`src/rtl/cpu_pkg.sv`:
```
// Shared definitions for the instruction-memory path: default widths,
// controller states and the value the memory is cleared to.
package cpu_pkg;

    localparam int IMEM_ADDR_W = 8;
    localparam int IMEM_DATA_W = 8;

    typedef enum logic {
        IMEM_INIT = 1'b0,
        IMEM_RUN  = 1'b1
    } imem_state_t;

    localparam logic [7:0] NOP_INSTR = 8'h00;

endpackage

```
`src/rtl/imem_ram.sv`:
```
// Single-port synchronous RAM backing the instruction memory.
// Read data is registered and reflects the addressed word before any same-edge write.
module imem_ram #(
    parameter int ADDR_W = 8,
    parameter int DATA_W = 8
) (
    input  logic              clk,
    input  logic              we,
    input  logic [ADDR_W-1:0] addr,
    input  logic [DATA_W-1:0] wdata,
    output logic [DATA_W-1:0] rdata
);

    logic [DATA_W-1:0] mem [2**ADDR_W];

    always_ff @(posedge clk) begin
        if (we) begin
            mem[addr] <= wdata;
        end
        rdata <= mem[addr];
    end

endmodule

```
`src/rtl/imem_ctrl.sv`:
```
// Instruction-memory controller: clears the RAM after reset, then arbitrates the
// single access slot between fetch reads and loader writes with a starvation guard.
module imem_ctrl
    import cpu_pkg::*;
#(
    parameter int ADDR_W     = IMEM_ADDR_W,
    parameter int DATA_W     = IMEM_DATA_W,
    parameter int STARVE_MAX = 3
) (
    input  logic              clk,
    input  logic              rst_n,
    input  logic              fetch_req,
    input  logic [ADDR_W-1:0] fetch_addr,
    output logic              fetch_gnt,
    output logic              fetch_valid,
    output logic [DATA_W-1:0] fetch_instr,
    input  logic              ld_valid,
    input  logic [ADDR_W-1:0] ld_addr,
    input  logic [DATA_W-1:0] ld_data,
    output logic              ld_ready,
    output logic              init_done
);

    localparam int                SW         = $clog2(STARVE_MAX + 1);
    localparam logic [SW-1:0]     STARVE_LIM = SW'(STARVE_MAX);
    localparam logic [ADDR_W-1:0] CLR_LAST   = '1;

    imem_state_t       state_reg;
    logic [ADDR_W-1:0] clr_cnt_reg;
    logic              init_done_reg;
    logic              fetch_valid_reg;
    logic [DATA_W-1:0] last_instr_reg;
    logic [SW-1:0]     starve_cnt_reg;

    logic              starve_hit;
    logic              ld_hs;
    logic              ram_we;
    logic [ADDR_W-1:0] ram_addr;
    logic [DATA_W-1:0] ram_wdata;
    logic [DATA_W-1:0] ram_rdata;

    // Grants are held off until init_done, one cycle after the last clear write.
    always_comb begin
        starve_hit = (starve_cnt_reg == STARVE_LIM);
        fetch_gnt  = init_done_reg & fetch_req & ~(ld_valid & starve_hit);
        ld_ready   = init_done_reg & (~fetch_req | starve_hit);
        ld_hs      = ld_valid & ld_ready;
        ram_we     = 1'b0;
        ram_addr   = fetch_addr;
        ram_wdata  = ld_data;
        if (state_reg == IMEM_INIT) begin
            ram_we    = 1'b1;
            ram_addr  = clr_cnt_reg;
            ram_wdata = DATA_W'(NOP_INSTR);
        end else if (ld_hs) begin
            ram_we   = 1'b1;
            ram_addr = ld_addr;
        end
    end

    always_ff @(posedge clk or negedge rst_n) begin
        if (!rst_n) begin
            state_reg       <= IMEM_INIT;
            clr_cnt_reg     <= '0;
            init_done_reg   <= 1'b0;
            fetch_valid_reg <= 1'b0;
            last_instr_reg  <= '0;
            starve_cnt_reg  <= '0;
        end else begin
            case (state_reg)
                IMEM_INIT: begin
                    clr_cnt_reg <= clr_cnt_reg + 1'b1;
                    if (clr_cnt_reg == CLR_LAST) begin
                        state_reg <= IMEM_RUN;
                    end
                end
                IMEM_RUN: begin
                    init_done_reg <= 1'b1;
                end
                default: begin
                    state_reg <= IMEM_INIT;
                end
            endcase

            fetch_valid_reg <= fetch_gnt;
            if (fetch_valid_reg) begin
                last_instr_reg <= ram_rdata;
            end

            // A stalled loader implies !starve_hit, so this never overshoots the limit.
            if (!ld_valid || ld_hs) begin
                starve_cnt_reg <= '0;
            end else if (init_done_reg && !starve_hit) begin
                starve_cnt_reg <= starve_cnt_reg + 1'b1;
            end
        end
    end

    assign fetch_valid = fetch_valid_reg;
    assign fetch_instr = fetch_valid_reg ? ram_rdata : last_instr_reg;
    assign init_done   = init_done_reg;

    imem_ram #(
        .ADDR_W(ADDR_W),
        .DATA_W(DATA_W)
    ) u_ram (
        .clk  (clk),
        .we   (ram_we),
        .addr (ram_addr),
        .wdata(ram_wdata),
        .rdata(ram_rdata)
    );

endmodule

```
`config.mk`:
```
export PLATFORM = sky130hd
export DESIGN_NAME = imem_ctrl
export DESIGN_NICKNAME = d
export VERILOG_FILES = /design/src/rtl/cpu_pkg.sv /design/src/rtl/imem_ram.sv /design/src/rtl/imem_ctrl.sv
export SDC_FILE = /design/constraint.sdc
export NUM_CORES = 2
export LEC_CHECK = 0
export CORE_ASPECT_RATIO = 0.5
export CORE_MARGIN = 2
export CORE_UTILIZATION = 45
export DETAILED_ROUTE_END_ITERATION = 12
export SLEW_MARGIN = 20
export SYNTH_ARGS = -nofsm -noshare
export SYNTH_HDL_FRONTEND = slang
export SYNTH_SLANG_ARGS = --single-unit
```
`constraint.sdc`:
```
create_clock -name clk -period 5.5 [get_ports clk]
set_clock_uncertainty 0.05 [all_clocks]
set_input_delay 0.55 -clock clk [delete_from_list [all_inputs] [get_ports clk]]
set_output_delay 0.55 -clock clk [all_outputs]
set_load 0.03 [all_outputs]
```
==> flow_summary.toml <==
[placement]
finalWeightedCongestion = 0.8519
port_buffers = 39
dp_hpwl_um = 129400
placed_area_mm2 = 0.08777
post-place-ws_ns = 0.1187

[drt]
final_antenna_net_count = 0
drc = 0
vias_per_cell = 6.083
wl_per_cell_um = 26.74
drtPass1Iterations = 6
wl_um = 227600
via_count = 51780
first_iter_violations = 7086

[final_layout]
largest_reg_flops = 2048
fin_util_pct = 51.29
top_register = "u_ram.mem"
nNetsFinal = 5967
fillers = 15000
finalInstanceArea_mm2 = 0.09374
area_growth_syn_to_layout_pct = 13.43
drive_above_1_share_pct = 11.08

[setup_path]
max_stage_delay_ns = 0.87
path_delay_family = "compound AO/OA/AOI/OAI gates"
crit_required_ns = 6.14
crit_slowest_cell = "o41ai_1"
cp_common_cell = "buf_4"
r2r-start = "starve_cnt_reg[0]"
worstRegToRegCells = 11
criticalPathCategory = "flip-flop to flip-flop"
crit_fanout = 26
cp.buffers_inverters = 2
r2r_slack_ns = 0.42
cp_data_arrival_time_ns = 5.72
reg2reg_to = "u_ram.rdata[0]"
start_kind = "flip-flop"
path_cells = "ha_1, and2b_1, o21ai_1, a31oi_4, buf_4, buf_4, a311oi_1, o41ai_1, nand4_1, a22o_1, a221o_1"
cp-end-kind = "flip-flop"

[floorplan]
die_area_mm2 = 0.1873
dieWidth_um = 610.1
io_pins = 40
fp.dieH_um = 307.0
rows = 111
core-area_mm2 = 0.1828
initial_core_util_pct = 45.22

[global_route]
grt_pass1_wl_um = 332400
grt-ovfl-total = 0
antenna_found_initial = 3
grt_pass1_vias = 49300
grt_max_degree = 194
grt_util_all_layers_pct = 23.75

[hold_path]
min_path_type = "primary input to async pin"

[outcome]
outcome = "complete, no violations"

[synthesis]
synth-edff-count = 2048
synth.area.top_cells = "edfxtp_1 (74%), nand2_1 (6.0%), a32o_1 (3.1%)"
netlist.area_leader.share_pct = 74.42
syn_inst = 5814
ys_types = 42
netlist_area_mm2 = 0.08264
synth_commonest_cells = "edfxtp_1 (2,048), nand2_1 (1,319), clkbuf_1 (366)"
ys_ff_latch = 2077
synthFlopType = "edfxtp_1"
yosysTopAreaCell = "edfxtp_1"
synth.most_common_cell = "edfxtp_1"
synth.net_count = 5844
syn_area_per_cell_um2 = 14.21
ys_warn_count = 0
synthArstFlopShare_pct = 1.011
yosysSeqAreaShare_pct = 75.25

[clock_network]
root_buffer = "clkbuf_16"
post-cts-setup-buffers = 0
clock_sinks = 2077
clk_pin_slew_worst_paths_ns = 0.06
cts_tree = "yes"
clockBufferDepth = 4
post_cts_resize_count = 0
clk_latency_ns = 0.85
cts_buffers = 192
htreeDepth = 4

[sta]
tightest_slew_ns = 1.131
setup_slack_ns = 0.4224
period_share_pct = 92.32
rsz0062_at_grt = "no"
hold_viol = 0
setup_tns_ns = 0
finalSetupViolations = 0
slew_violations = 0
relSlewSlack_pct = 24.60
max_freq_mhz = 196.9
min_period_ns = 5.078

[pwr]
leakage_uw = 0.02761
cellPowerDensity_mw_per_mm2 = 321.5
power_uw = 30130
ir_worst_vdd_uv = 284.2

[flow_run]
drv_cap = 0
## where the power goes
group | internal, uW | total, uW | switching, uW | leakage, uW
Sequential | 17100 | 17100 | 0.00000000000000870 | 0.0145
Combinational | 18.1 | 27.9 | 9.86 | 0.0102
Clock | 7250 | 13000 | 5750 | 0.00291
## final cells by class
type | count | area, um2 | share of cell area, %
Sequential cell | 2077 | 62180 | 66.34
Multi-Input combinational cell | 3255 | 18680 | 19.92
Tap cell | 2429 | 3039 | 3.242
Antenna cell | 2 | 5.005 | 0.005339
Clock buffer | 229 | 5039 | 5.375
Timing Repair Buffer | 410 | 3874 | 4.132
Inverter | 1 | 3.754 | 0.004004
Clock inverter | 109 | 918.4 | 0.9797
## how the worst max path moves through the flow
| stage | startpoint | end | slack [ns] | cells after the start |
|---|---|---|---|---|
| 4_1_cts | starve_cnt_reg[0] | u_ram.rdata[0] | 0.47 | 11 |
| 3_3_place_gp | fetch_req | u_ram.rdata[0] | 0.02 | 11 |
| 3_5_place_dp | fetch_req | u_ram.rdata[0] | 0.12 | 11 |
| 6_report | starve_cnt_reg[0] | u_ram.rdata[0] | 0.42 | 11 |
| 5_1_grt | starve_cnt_reg[0] | u_ram.rdata[0] | 0.37 | 11 |
| 2_1_floorplan | state_reg | u_ram.mem[0][0] | 0.16 | 4 |
## timing repair
action / in CTS / in global routing
hold buffers: 0 / 1
hold endpoints to repair: 0 / 21
endpoints found under the setup margin: 0 / 0
## cells in the final DEF (no fill, tap or decap), types with 3 or more instances in the layout
master           Yosys  layout
nor2_1             271     269
clkbuf_1           366      32
a311oi_1           257     257
a22o_1               8       8
clkinvlp_4           0       6
and2_1             268     260
nand3_1              3       3
bufinv_16            0      16
nand4_1             38      38
mux2_2               9       9
clkinv_2             0      31
inv_6                0       3
dfxtp_1              8       8
clkdlybuf4s50_1      0      38
a221oi_1           256     256
edfxtp_1          2048    2048
nor2b_1              6       4
xor2_1               3       3
nand2_2              0      16
nand2_1           1319    1302
o41ai_1             64      64
mux2i_1              4       4
o22ai_1            128     128
dfrtp_1             21      21
clkbuf_16            0     196
a221o_1              8       8
buf_4                0     314
buf_12               0      56
and2_4               0       8
xnor2_1              5       5
a21oi_1            261     261
a211oi_1             4       4
clkinv_1             0      52
o21ai_0             67      67
a32o_1             256     256
## metrics by stage
| step | instances | hold slack, ns |
|---|---|---|
| finish | 8512 | 0.2162 |
| detailed placement | 8171 | 0.4381 |
| global placement | 8171 | 0.4331 |
| global route | 8510 | 0.2349 |
| CTS | 8509 | 0.2655 |
| floorplan | 5814 | 0.2044 |
## per-layer routing
metal | part of all wire [%] | track usage, %
met5 | 0 | 0
met4 | 2.9 | 6.860
met3 | 8.5 | 4.048
met2 | 46 | 37.20
met1 | 43 | 34.25
## cell families after synthesis
group,synth area share [%]
and+or+nand+nor,9.703
adders and majority gates,0.03028
DFF,75.25
buffers and inverters,2.309
muxes,0.1711
AOI/OAI and AO/OA,12.46
xor gates and xnor gates,0.08479
## worst register-to-register path, delay by kind of cell (launching register included)
family | cells | cell delay [ns]
AO/OA/AOI/OAI | 6 | 2.70
adder cells (fa/ha/maj) | 1 | 0.23
buffers and inverters | 2 | 0.83
flip-flops | 1 | 0.39
AND/OR/NAND/NOR | 2 | 0.77
Power figures use the tool's default switching activity.
